## src/rtl/hc148_irq_ctrl.sv

```systemverilog
// 74HC148-style interrupt controller: synchronised edge capture, mask, fixed/rotating priority, req/ack/eoi handshake.
// Optional macro HC148_ROT_PRIO_EN selects rotating priority; the default build uses fixed priority (7 highest).
module hc148_irq_ctrl #(
  parameter int SYNC_STAGES = 2,
  parameter int ACK_TIMEOUT = 0,
  parameter int TMR_W       = 8
) (
  input  logic       clk,
  input  logic       rst_n,
  input  logic [7:0] ir_n,
  input  logic       ei_n,
  input  logic       mask_wr,
  input  logic [7:0] mask_in,
  input  logic       ack,
  input  logic       eoi,
  output logic       irq,
  output logic [2:0] vec,
  output logic       busy,
  output logic [7:0] pend,
  output logic       gs_n,
  output logic       eo_n,
  output logic       timeout
);

  typedef enum logic [1:0] {IDLE, REQ, SERV} state_t;

  localparam logic [TMR_W-1:0] TMO_LAST = TMR_W'((ACK_TIMEOUT == 0) ? 0 : ACK_TIMEOUT - 1);

  state_t                          state, state_d;
  logic [SYNC_STAGES-1:0][7:0]     sync_q;
  logic [7:0]                      ir_s, ir_prev, fall, mask, req, clr;
  logic [TMR_W-1:0]                timer, timer_d;
  logic                            irq_d, busy_d, timeout_d, any, tmo_hit;
  logic [2:0]                      vec_d, win, idx, lo;

  assign ir_s = sync_q[SYNC_STAGES-1];
  assign fall = ir_prev & ~ir_s;
  assign req  = pend & ~mask;
  assign any  = |req;
  assign gs_n = ei_n | ~any;
  assign eo_n = ei_n | any;
  assign tmo_hit = (ACK_TIMEOUT != 0) && (timer == TMO_LAST);

  always_ff @(posedge clk or negedge rst_n) begin
    if (!rst_n) begin
      sync_q  <= '1;
      ir_prev <= 8'hFF;
    end else begin
      sync_q  <= {sync_q[SYNC_STAGES-2:0], ir_n};
      ir_prev <= ir_s;
    end
  end

`ifdef HC148_ROT_PRIO_EN
  // lo marks the lowest-priority line; lo-1 (with wrap) is the highest.
  always_ff @(posedge clk or negedge rst_n) begin
    if (!rst_n) lo <= 3'd0;
    else if (state == SERV && eoi) lo <= vec;
  end
`else
  assign lo = 3'd0;
`endif

  // Scanning from lo upward, the last hit is the highest-priority request.
  always_comb begin
    win = 3'd0;
    idx = 3'd0;
    for (int k = 0; k < 8; k++) begin
      idx = lo + 3'(k);
      if (req[idx]) win = idx;
    end
  end

  always_comb begin
    state_d   = state;
    irq_d     = irq;
    vec_d     = vec;
    busy_d    = busy;
    timer_d   = timer;
    timeout_d = 1'b0;
    clr       = 8'h00;
    case (state)
      IDLE: begin
        if (!ei_n && any) begin
          state_d = REQ;
          vec_d   = win;
          irq_d   = 1'b1;
          timer_d = '0;
        end
      end
      REQ: begin
        if (ack) begin
          clr[vec] = 1'b1;
          irq_d    = 1'b0;
          busy_d   = 1'b1;
          state_d  = SERV;
        end else if (tmo_hit) begin
          irq_d     = 1'b0;
          timeout_d = 1'b1;
          state_d   = IDLE;
        end else begin
          timer_d = timer + 1'b1;
        end
      end
      SERV: begin
        if (eoi) begin
          busy_d  = 1'b0;
          state_d = IDLE;
        end
      end
      default: state_d = IDLE;
    endcase
  end

  always_ff @(posedge clk or negedge rst_n) begin
    if (!rst_n) begin
      state   <= IDLE;
      irq     <= 1'b0;
      vec     <= 3'd0;
      busy    <= 1'b0;
      timer   <= '0;
      timeout <= 1'b0;
      pend    <= 8'h00;
      mask    <= 8'h00;
    end else begin
      state   <= state_d;
      irq     <= irq_d;
      vec     <= vec_d;
      busy    <= busy_d;
      timer   <= timer_d;
      timeout <= timeout_d;
      // A new edge wins over the clear from an ack on the same line.
      pend    <= (pend & ~clr) | fall;
      if (mask_wr) mask <= mask_in;
    end
  end

endmodule
```

## config.mk

```make
export PLATFORM = sky130hd
export DESIGN_NAME = hc148_irq_ctrl
export DESIGN_NICKNAME = d
export VERILOG_FILES = /design/src/rtl/hc148_irq_ctrl.sv
export SDC_FILE = /design/constraint.sdc
export NUM_CORES = 1
export LEC_CHECK = 0
export CELL_PAD_IN_SITES_DETAIL_PLACEMENT = 2
export CELL_PAD_IN_SITES_GLOBAL_PLACEMENT = 2
export CORE_ASPECT_RATIO = 2
export CORE_MARGIN = 3
export CORE_UTILIZATION = 36
export CTS_CLUSTER_SIZE = 16
export DETAILED_ROUTE_END_ITERATION = 10
export PLACE_DENSITY_LB_ADDON = 0.25
export SLEW_MARGIN = 20
export SYNTH_ARGS = -nofsm -noshare
export SYNTH_HDL_FRONTEND = slang
export SYNTH_SLANG_ARGS = --single-unit
```

## constraint.sdc

```tcl
create_clock -name clk -period 3.52 [get_ports clk]
set_clock_uncertainty 0.05 [all_clocks]
set_input_delay 0.352 -clock clk [delete_from_list [all_inputs] [get_ports clk]]
set_output_delay 0.352 -clock clk [all_outputs]
set_load 0.02 [all_outputs]
```

# After elaboration in Yosys (flattened, before gate mapping)
# Cells that the tools add are included.
word_totals:
  regBits: 47
  in_bits: 22
  out_inout_bits: 16
op_classes:
  order_cmp: 2
  n_eq_ne: 5
  mux: 21
  bitwise: 10
  n_reduce_logical: 11
ops:
  columns: ["cell", "n"]
  rows:
  - ["$and A8 B8 Y8", 3]
  - ["$not A8 Y8", 3]
  - ["$mux W8", 2]
  - ["$mux W3", 4]
  - ["$mux W2", 5]
  - ["$reduce_and A3 Y1", 3]
  - ["$or A8 B8 Y8", 1]
  - ["$reduce_or A8 Y1", 1]
  - ["$mux W1", 6]
  - ["$ne A2 B2 Y1 const B", 3]
  - ["$pmux W2 S3", 1]
  - ["$lt A3 B4 Y1 const B", 1]
  - ["$pmux W1 S2", 2]
  - ["$reduce_bool A2 Y1", 2]
  - ["$demux W1 S3", 1]
  - ["$ge A3 B1 Y1 const B", 1]
  - ["$eq A2 B1 Y1 const B", 1]
  - ["$eq A2 B2 Y1 const B", 1]
  - ["$logic_and A1 B1 Y1", 2]
  - ["$logic_not A2 Y1", 1]
  - ["$or A1 B1 Y1", 2]
  - ["$reduce_and A2 Y1", 1]
  - ["$logic_not A1 Y1", 1]
  - ["$not A1 Y1", 1]

# Depth between registers and ports, before layout
# Gate-level depths: netlist of run 1.
logic_depth:
  word_depth: 9
  depth_mapped: 4
  ltp_nobuf: 4

# Least setup slack after synthesis of run 1
# Ideal clock, no wire load.
synth_timing:
  kind: "register -> output"
  startpoint: "register pend[5]"
  endpoint: "output port gs_n"
  t_arrival_ns: 1.275
  required_ns: 3.118
  setup_slack_ns: 1.843
  path_stages_with_launch: 5
  path_buffers: 0
  cell_sequence: "dfrtp_1 or2b_2 nand4_4 nor3_1 or2_2"
synth_between:
  elab_chain_len: 4
synth_lines:
  columns: ["item", "line_no", "source"]
  rows:
  - ["start, declared", "19", "output logic [7:0] pend,"]
  - ["start signal, assigned", "133", "pend <= (pend & ~clr) | fall;"]
  - ["$and A8 B8 Y8", "38", "assign req = pend & ~mask;"]
  - ["$reduce_or A8 Y1", "39", "assign any = |req;"]
  - ["$not A1 Y1", "40", "assign gs_n = ei_n | ~any;"]
  - ["$or A1 B1 Y1", "40", null]
  - ["end, declared", "20", "output logic gs_n,"]
# Every way passes these cells.

# Final worst setup path of run 1
# Ends and elaborated chain as after synthesis.

==> metrics.md, run 1 <==
| Metric | Value |
|---|---|
| DR vias/cell | 5.06 |
| Root buffer cell | clkbuf_8 |
| CTS resizes | 0 |
| Worst VDD drop | 0.000396 V |
| Worst Hold Class | in -> async |
| DIE WIDTH | 55.1 µm |
| Layout area overhead | 30.0% |
| First-pass GRT wire length | 6510 µm |
| Largest stage delay, worst path | roughly 0.59 ns |
| Vias in the first global route | 1292 |
| Initial drt markers | 12 |
| Min Tclk post-route | between 2 and 2.5 ns |
| Fillcell total | 498 |
| Final setup viols | 0 |
| DR DRC count | 0 |
| Top cells by count, synth | dfstp_2, dfrtp_1, o21ai_0, nand2_1, inv_1 |
| Fin crit share | 69.1% |
| Met2 Usage GRT | 30.6% |
| Seq cells post-synth | 47 |
| Rows | 35 |
| Avg Inst Size Synth | 13.7 µm² |
| Met3 Use GR | 3.16% |
| Largest area contributor in the synthesized netlist | dfstp_2 |
| Asr flop ratio synth | 100% |
| Leakage power | between 0.0009 and 0.001 µW |
| TritonCTS Buffers | 5 |
| Pre-antenna DRT Iters | 4 |
| Fin cells | 224 |
| Synth Instances | roughly 130 |
| Total track usage | 16.4% |
| Global route hottest layer | met2 |
| Fmax | just over 400 MHz |
| Syn Std Cell Area | 1740 µm² |
| Arrival time worst endpoint | 2.03 ns |
| Tightest Pin Transition | 0.999 ns |
| Data required, critical path | 3.12 ns |
| Post-synth EDFFs | 0 |
| Area of the multi-input gates | 479 µm² |
| Status | finished clean |
| Share of post-route cells with drive strength above 1 | 29.0% |
| Cell Pwr Density | ~660 nW/µm² |
| Vias | 1134 |
| N_diodes | 0 |
| Die height | 104 µm |
| Crit-path max FO | 3 |
| Clock Sinks | 47 |
| Cell variety after synth | 29 |
| Number of routed nets with antenna violations | 0 |
| Post-synthesis sequential area ratio | 69.4% |
| Critical Path End Type | primary output |
| Max Cap Viol | 0 |
| Max clock buf depth | 2 |
| Post-Syn Nets | between 100 and 150 |
| Worst-path clk slew | 0.09 ns |
| I/O pin cnt | 38 |
| Initial antenna violation count | 0 |
| Yosys top cell area share | 36.3% |
| Kind of critical path | reg -> out |
| Final hold vios | 0 |
| # Post-CTS Setup Buffers | 0 |
| Slew HR | 33.4% |
| Routability cong. | between 0.8 and 0.9 |
| Setup TNS | 0 ns |
| Die area | roughly 5700 µm² |
| Routed len/inst | 18.0 µm |
| Register area | 1210 µm² |
| GRT overflow | 0 |
| WL final | 4020 µm |
| Fin nets | 190 |
| Main flop type after synthesis | dfstp_2 |
| Core area | 4640 µm² |
| CTS tree | built |
| Largest net degree at the start of global routing | 48 |
| Slew Viols, Final | 0 |
| Starting Density | approximately 37% |
| Top cells by area, synth | dfstp_2, dfrtp_1, o21ai_0 |
| H-tree Lvls | 2 |
| Critical path launch point type | register |
| Worst path cell trace | or2b_2 -> nand4_4 -> nor3_1 -> or2_2 -> clkdlybuf4s50_1 |
| Dpl cells | 216 |
| CP max-delay cell | clkdlybuf4s50_1 |
| Unrepaired setup endpoints after global routing | false |
| DP Wirelength | approximately 3100 µm |
| Top-count cell post-synth | dfstp_2 |
| CTS Hold Bufs | 0 |
| # port buffers | 36 |
| GR Util met1 | 15.9% |
| Worst-Skew Late Latency | 0.30 ns |
| YS warnings | 0 |
-- cell families after synthesis --
logic type | Yosys count | share of synthesized area, %
simple gates | 31 | 11.6
mux | 10 | 6.84
compound gates | 25 | 8.93
other cells | 1 | 0.216
buf+inv | 13 | 3.02
flops | 47 | 69.4
-- area by class of cell --
class | instances | share of cell area (%)
clock buffer | 6 | 3.21
clock inverter | 2 | 1.61
inverter | 11 | 1.83
multi-input combinational | 67 | 21.2
sequential | 47 | 53.4
tap | 55 | 3.05
timing repair buffer | 36 | 15.7
-- critical path, delay by kind of cell (launching register included) --
family | cells | cell delay [ns]
buffers and inverters | 1 | 0.59
AND/OR/NAND/NOR | 4 | 0.74
flip-flops | 1 | 0.39
-- state kept, by name, indices dropped and copies added (netlist names) --
name,cells
mask,8
ir_s,8
irq,1
vec,3
state,2
ir_prev,8
sync_q,8
pend,8
busy,1
-- cells in the final DEF (no fill, tap or decap) --
master and count:
nor2b_1 1, o21ai_0 17, nor2_1 2, nand4_4 1, mux2_4 2, nand4b_1 1, o31ai_1 2, dfrtp_1 23
clkdlybuf4s50_1 35, inv_1 11, o211ai_1 1, or2_2 2, a21o_1 1, inv_4 1, or2b_2 1, conb_1 1
buf_2 1, nor3_1 2, nand2b_4 3, nand3b_1 1, dfstp_2 24, a21oi_1 1, clkbuf_1 1, o31ai_4 1
nand2_1 12, nand2b_1 4, mux2i_1 1, clkbuf_8 5, bufinv_16 1, a21boi_0 1, or2b_1 1, mux2_2 7
a31oi_1 1
-- path summary, 6_finish.rpt --
check	startpoint	to	slack (ns)	depth (start not counted)
max in group asynchronous	rst_n	mask[4]$_DFFE_PN0P_	2.63	1
min	rst_n	vec[2]$_DFFE_PN0P_	0.17	1
max reg2reg	pend[5]$_DFF_PN0_	vec[0]$_DFFE_PN0P_	1.89	4
min in group clk	sync_q[3]$_DFF_PN1_	ir_s[3]$_DFF_PN1_	0.31	0
max	pend[5]$_DFF_PN0_	gs_n	1.09	5
min reg2reg	sync_q[3]$_DFF_PN1_	ir_s[3]$_DFF_PN1_	0.31	0
-- per-layer routing --
layer	wire length, µm	part of all wire, %	up-vias
li1	-	-	499
met1	1250	31	598
met2	2500	62	29
met4	95	2.4	0
met5	0	0	-
met3	171	4.3	8
-- through the flow --
step | power (µW) | area (µm²) | util (%) | hold slack (ns) | setup slack (ns)
after CTS | 1510 | 2260 | 48.7 | 0.203 | 1.08
after global placement | 1080 | 2150 | 46.3 | 0.296 | 1.46
final | 1490 | 2260 | 48.7 | 0.168 | 1.09
after detailed placement | 1110 | 2150 | 46.3 | 0.297 | 1.41
after floorplan | 908 | 1740 | - | 0.00641 | 1.84
after global routing | 1570 | 2260 | 48.7 | 0.225 | 0.977
-- where the power goes --
group          internal [µW]  leakage [µW]  switching [µW]
logic                    182      0.000402             202
registers                627      0.000495            83.5
clock network            213     0.0000557             178
Power figures use the tool's default switching activity.
==> run 2, diff against run 1 <==
--- a/config.mk
+++ b/config.mk
@@ -9,7 +9,7 @@
 export CELL_PAD_IN_SITES_GLOBAL_PLACEMENT = 2
 export CORE_ASPECT_RATIO = 2
 export CORE_MARGIN = 3
-export CORE_UTILIZATION = 36
+export CORE_UTILIZATION = 30
 export CTS_CLUSTER_SIZE = 16
 export DETAILED_ROUTE_END_ITERATION = 10
 export PLACE_DENSITY_LB_ADDON = 0.25
==> constraint.sdc (replaced) <==
create_clock -name clk -period 2.1 [get_ports clk]
set_clock_uncertainty 0.05 [all_clocks]
set_input_delay 0.21 -clock clk [delete_from_list [all_inputs] [get_ports clk]]
set_output_delay 0.21 -clock clk [all_outputs]
set_load 0.02 [all_outputs]
==> run 2 against run 1 <==
- clock-buffer cell count is the same
- final cell count grew 3.1%
- wire length shrank 1.1%
- setup slack lost 1.0 ns
- non-clock buffer count up 2
- global-route usage down 2.9 points
- sequential share of layout area down 0.70 points
- die area grew 18%
- utilization is 7.2 points lower
- hold slack improved by 0.082 ns
- combinational power rose by 67%
- via count down 1.7%
==> metrics.md, run 2 (same netlist as run 1, synthesis figures left out) <==
| Metric | Value |
|---|---|
| Status | finished clean |
| Final setup viols | 0 (unchanged) |
| Worst path cell trace | or2b_2 -> nand4_4 -> nor3_2 -> or2_2 -> clkdlybuf4s15_1 |
| Number of routed nets with antenna violations | 0 (unchanged) |
| TritonCTS Buffers | 5 (unchanged) |
| Min Tclk post-route | 2.01 ns |
| Root buffer cell | clkbuf_8 |
| Setup slack after placement | 0.157 ns (-1.25 ns) |
| Rows | 38 (+8.6%) |
| Internal reg-to-reg setup slack | 0.48 ns (-1.41 ns) |
| Reg2reg start | pend[5]$_DFF_PN0_ |
| Share of post-route cells with drive strength above 1 | 30.4% (+1.4 points) |
| Max Cap Viol | 0 (unchanged) |
| Kind of critical path | reg -> out |
| Data required, critical path | 1.84 ns (-1.28 ns) |
| Max clock buf depth | 2 (unchanged) |
| Tightest Pin Transition | 0.514 ns (-0.484 ns) |
| Pre-antenna DRT Iters | 4 (unchanged) |
| Final WS setup | 0.0873 ns (-1.00 ns) |
| Critical Path End Type | primary output |
| Core area | 5520 µm² (+19%) |
| Routed len/inst | 17.2 µm (-4.1%) |
| Crit-path max FO | 3 (unchanged) |
| Starting Density | 31.5% (-5.9 points) |
| Fin nets | 192 (+1.1%) |
| RR Endpoint | vec[2]$_DFFE_PN0P_ |
| Clock Sinks | 47 (unchanged) |
| DP Wirelength | 3110 µm (+1.9%) |
| DR vias/cell | 4.83 (-4.7%) |
| CTS tree | built |
| First-pass GRT wire length | 6500 µm (-0.21%) |
| Most frequent cells in the layout | clkdlybuf4s50_1, dfstp_2, dfrtp_1 |
| N_diodes | 0 (unchanged) |
| Vias in the first global route | 1279 (-1.0%) |
| Vias | 1115 (-1.7%) |
| Slew Viols, Final | 0 (unchanged) |
| Largest net degree at the start of global routing | 29 (-40%) |
| Worst hold start | ir_n[5] |
| GRT overflow | 0 (unchanged) |
| Worst-case reg-to-reg path depth | 4 (unchanged) |
| Cell Pwr Density | 1050 nW/µm² (+60%) |
| Worst hold path depth | 1 |
| Arrival time worst endpoint | 1.75 ns (-0.28 ns) |
| Worst-path clk slew | 0.09 ns (about the same) |
| Hold endpoint | sync_q[5]$_DFF_PN1_ |
| Worst-Skew Late Latency | 0.31 ns (about the same) |
| Routability cong. | 0.764 (-7.7%) |
| Worst VDD drop | 0.000613 V (+55%) |
| Critical path launch point type | register |
| I/O pin cnt | 38 (unchanged) |
| Slew HR | 65.6% (+32 points) |
| Total track usage | 13.5% (-2.9 points) |
| # port buffers | 36 (unchanged) |
| CP max-delay cell | dfrtp_1 |
| Worst Hold Class | in -> reg |
| Layout area overhead | 31.7% |
| Leakage power | 0.000956 µW (+0.41%) |
| H-tree Lvls | 2 (unchanged) |
| Largest stage delay, worst path | 0.39 ns (-0.20 ns) |
| Initial drt markers | 23 (+11) |
| WL final | 3980 µm (-1.1%) |
| Unrepaired setup endpoints after global routing | false |
| Fin crit share | 95.8% |
| Most common cell after layout, fill and taps aside | clkdlybuf4s50_1 |
| Die height | 114 µm (+9.0%) |
| DIE WIDTH | 59.8 µm (+8.5%) |
| Final hold vios | 0 (unchanged) |
| Initial antenna violation count | 0 (unchanged) |
| Fmax | just under 500 MHz |
| Setup TNS | 0 ns (unchanged) |
| Die area | 6800 µm² (+18%) |
| DR DRC count | 0 (unchanged) |
[run 2: per-layer routing]
layer,vias to the layer above,routed length (µm),GRT usage [%]
li1,503,-,-
met1,578,1270,12.7
met2,28,2420,25.1
met3,6,194,3.74
met4,0,94,6.66
met5,-,0,0
[run 2: repair_timing]
item                                   4_1_cts  5_1_grt
resized for setup                            3        1
buffers inserted                             0        0
hold buffers                                 1        0
endpoints found under the hold margin       13        0
setup endpoints to repair                    2        1
[run 2: worst max-delay path by stage]
stage	end	startpoint	cells after the start	slack (ns)
after floorplan	vec[2]$_DFFE_PN0P_	pend[5]$_DFF_PN0_	4	0.49
after global placement	gs_n	mask[5]$_DFFE_PN0P_	5	0.18
after detailed placement	gs_n	mask[5]$_DFFE_PN0P_	5	0.16
after CTS	gs_n	mask[5]$_DFFE_PN0P_	5	0.04
after global routing	gs_n	mask[5]$_DFFE_PN0P_	5	0.003
final	gs_n	mask[5]$_DFFE_PN0P_	5	0.09
[run 2: area by class of cell]
type	instances	area [µm²]
inverter	11	41.3
multi-input combinational	67	484
tap	60	75.1
fill	587	3230
clock buffer	6	82.6
sequential	47	1210
clock inverter	2	16.3
timing repair buffer	38	384
[run 2: worst max-delay path, delay by kind of cell, from the launching register on]
family / cells / cell delay (ns)
DFF: 1 / 0.39
buffers and inverters: 1 / 0.29
and+or+nand+nor: 4 / 0.77
[run 2: stage by stage]
stage               total power [µW]  instances  hold WS, ns  cell area, µm²  utilization, %
global placement                1820        222        0.145            2180            39.5
CTS                             2460        231        0.233            2290            41.5
global route                    2560        231        0.231            2290            41.5
finish                          2410        231        0.251            2290            41.5
floorplan                       1520        127       -0.136            1740               -
detailed placement              1860        222        0.157            2180            39.5
[run 2: power by group]
| part | total [µW] | internal, µW | switching, µW |
|---|---|---|---|
| registers | 1190 | 1050 | 134 |
| logic | 643 | 310 | 333 |
| clock network | 580 | 269 | 312 |
| total | 2410 | 1630 | 779 |
==> run 3, diff against run 2 <==
--- a/config.mk
+++ b/config.mk
@@ -12,7 +12,7 @@
 export CORE_UTILIZATION = 30
 export CTS_CLUSTER_SIZE = 16
 export DETAILED_ROUTE_END_ITERATION = 10
-export PLACE_DENSITY_LB_ADDON = 0.25
+export PLACE_DENSITY_LB_ADDON = 0.1
 export SLEW_MARGIN = 20
 export SYNTH_ARGS = -nofsm -noshare
 export SYNTH_HDL_FRONTEND = slang
==> run 3 against run 2 <==
- sequential power hardly changed
- sequential cell count stayed put
- non-clock buffer count stayed put
- critical endpoint unchanged
- largest cell class unchanged
- largest power group unchanged
==> metrics.md, run 3 (same netlist as run 1, synthesis figures left out) <==
| Metric | Value |
|---|---|
| Crit-path max FO | 3 (unchanged) |
| I/O pin cnt | 38 (unchanged) |
| WL final | 4130 µm (+3.7%) |
| Initial antenna violation count | 0 (unchanged) |
| Starting Density | 31.5% (unchanged) |
| DIE WIDTH | 59.8 µm (unchanged) |
| Logic pwr share | 24.4% (-2.3 points) |
| Internal reg-to-reg setup slack | 0.46 ns (-0.02 ns) |
| Metal3 WL | 167 µm (-14%) |
| CTS tree | built |
| Max clock buf depth | 2 (unchanged) |
| Pre-antenna DRT Iters | 4 (unchanged) |
| Rows | 38 (unchanged) |
| DP Wirelength | 3180 µm (+2.3%) |
| Worst path cell trace | or2b_2 -> nand4_4 -> nor3_1 -> or2_2 -> clkdlybuf4s15_1 |
| CP delay by family, top | simple AND/OR/NAND/NOR gates |
| Critical path launch point type | register |
| Pint | 1840 µW (+13%) |
| CP Buf/Inv Count | 1 (unchanged) |
| Largest net degree at the start of global routing | 27 (-6.9%) |
| Final hold vios | 0 (unchanged) |
| CP max-delay cell | dfrtp_1 |
| Register share of total power | 45.8% (-3.4 points) |
| Kind of critical path | reg -> out |
| Layout area overhead | 33.6% |
| Core area | 5520 µm² (unchanged) |
| Leakage power | 0.000973 µW (+1.8%) |
| Metal2 WL | 2510 µm (+3.7%) |
| Max Cap Viol | 0 (unchanged) |
| Root buffer cell | clkbuf_8 |
| Worst-path clk slew | 0.09 ns (about the same) |
| DR vias/cell | 4.78 (-0.90%) |
| Total track usage | 14.2% (+0.64 points) |
| Most frequent cells in the layout | clkdlybuf4s50_1, dfstp_2, dfrtp_1 |
| Finished layout cell area | 2320 µm² (+1.4%) |
| # Post-CTS Setup Buffers | 0 (unchanged) |
| Fmax | 498 MHz (+0.17%) |
| Vias in the first global route | 1318 (+3.0%) |
| Data required, critical path | 1.84 ns (about the same) |
| Tightest Pin Transition | 0.537 ns (+0.0224 ns) |
| Die height | 114 µm (unchanged) |
| Initial drt markers | 31 (+35%) |
| Arrival time worst endpoint | 1.75 ns (about the same) |
| H-tree Lvls | 2 (unchanged) |
| Fin crit share | 95.7% (-0.16 points) |
| Final setup viols | 0 (unchanged) |
| Min Tclk post-route | 2.01 ns (-0.00339 ns) |
| Net Sw Frac | 29.5% (-2.8 points) |
| Slew HR | 64.2% (-1.4 points) |
| Largest stage delay, worst path | 0.39 ns (about the same) |
| # port buffers | 36 (unchanged) |
| Most common cell after layout, fill and taps aside | clkdlybuf4s50_1 |
| Routed len/inst | 17.9 µm (+3.7%) |
| M1 WL | 1380 µm (+8.0%) |
| Worst-Skew Late Latency | 0.29 ns (-0.02 ns) |
| Clock Power Share | 29.8% (+5.7 points) |
| Slew Viols, Final | 0 (unchanged) |
| Post-DP Area | 2180 µm² (unchanged) |
| Status | finished clean |
| Power Total | 2600 µW (+8.1%) |
| Vias | 1105 (-0.90%) |
| Fin nets | 192 (unchanged) |
| Clock Sinks | 47 (unchanged) |
| Cell Pwr Density | 1120 nW/µm² (+6.6%) |
| Unrepaired setup endpoints after global routing | false |
| Die area | 6800 µm² (unchanged) |
| Routability cong. | 0.749 (-1.9%) |
| Fillcell total | 581 (-1.0%) |
| P_sw | 769 µW (-1.3%) |
| Max layer used | met4 |
| Core Util, Final | 42.1% (+0.59 points) |
| GRT overflow | 0 (unchanged) |
| Worst VDD drop | 0.000686 V (+12%) |
| TritonCTS Buffers | 5 (unchanged) |
| Number of routed nets with antenna violations | 0 (unchanged) |
| First-pass GRT wire length | 6980 µm (+7.3%) |
| N_diodes | 0 (unchanged) |
| Worst Hold Class | in -> reg |
| Critical Path End Type | primary output |
| Hold_ws | 0.261 ns (+0.0108 ns) |
| Share of post-route cells with drive strength above 1 | 29.8% (-0.58 points) |
| Setup TNS | 0 ns (unchanged) |
| DR DRC count | 0 (unchanged) |
run 3: metal layers:
metal | vias up | global-route usage (%)
li1 | 499 | -
met1 | 574 | 14.5
met2 | 27 | 26.5
met3 | 5 | 2.83
met4 | 0 | 5.33
met5 | - | 0
run 3: area by class of cell:
cell class	instances	area (µm²)	area share [%]
timing repair buffer	38	384	16.5
sequential	47	1210	51.9
tap	60	75.1	3.23
clock buffer	5	68.8	2.96
multi-input combinational	67	479	20.6
inverter	11	41.3	1.78
clock inverter	3	67.6	2.91
run 3: final timing paths:
check                                     from  cells after the start              endpoint
setup reg to reg             pend[5]$_DFF_PN0_                      4    vec[2]$_DFFE_PN0P_
max in group asynchronous                rst_n                      3  ir_prev[2]$_DFF_PN1_
hold / removal                         ir_n[3]                      1   sync_q[3]$_DFF_PN1_
hold reg to reg            sync_q[5]$_DFF_PN1_                      0     ir_s[5]$_DFF_PN1_
setup / recovery           mask[5]$_DFFE_PN0P_                      5                  gs_n
min in group asynchronous                rst_n                      2     pend[0]$_DFF_PN0_
run 3: stage by stage:
step / std cells / setup WS [ns]
3_3_place_gp: 222 / 0.182
5_1_grt: 231 / 0.00480
3_5_place_dp: 222 / 0.158
6_report: 231 / 0.0907
2_1_floorplan: 127 / 0.493
4_1_cts: 231 / 0.0455
run 3: worst register-to-register path, delay by kind of cell (launching register included):
kind,cells,cell delay (ns)
AO/OA/AOI/OAI,1,0.43
AND/OR/NAND/NOR,2,0.31
multiplexers,1,0.34
flip-flops,1,0.40
run 3: what timing repair did:
action | in CTS | in global routing
endpoints found under the setup margin | 2 | 1
resized for setup | 2 | 1
hold buffers | 1 | 0
endpoints found under the hold margin | 13 | 0
run 3: power groups by stage:
| stage | clock network (µW) | logic, µW | registers, µW |
|---|---|---|---|
| 5_1_grt | 846 | 699 | 1220 |
| 6_report | 775 | 637 | 1190 |
| 3_3_place_gp | 0 | 631 | 1200 |
| 2_1_floorplan | 0 | 267 | 1250 |
| 4_1_cts | 809 | 655 | 1200 |
| 3_5_place_dp | 0 | 649 | 1220 |
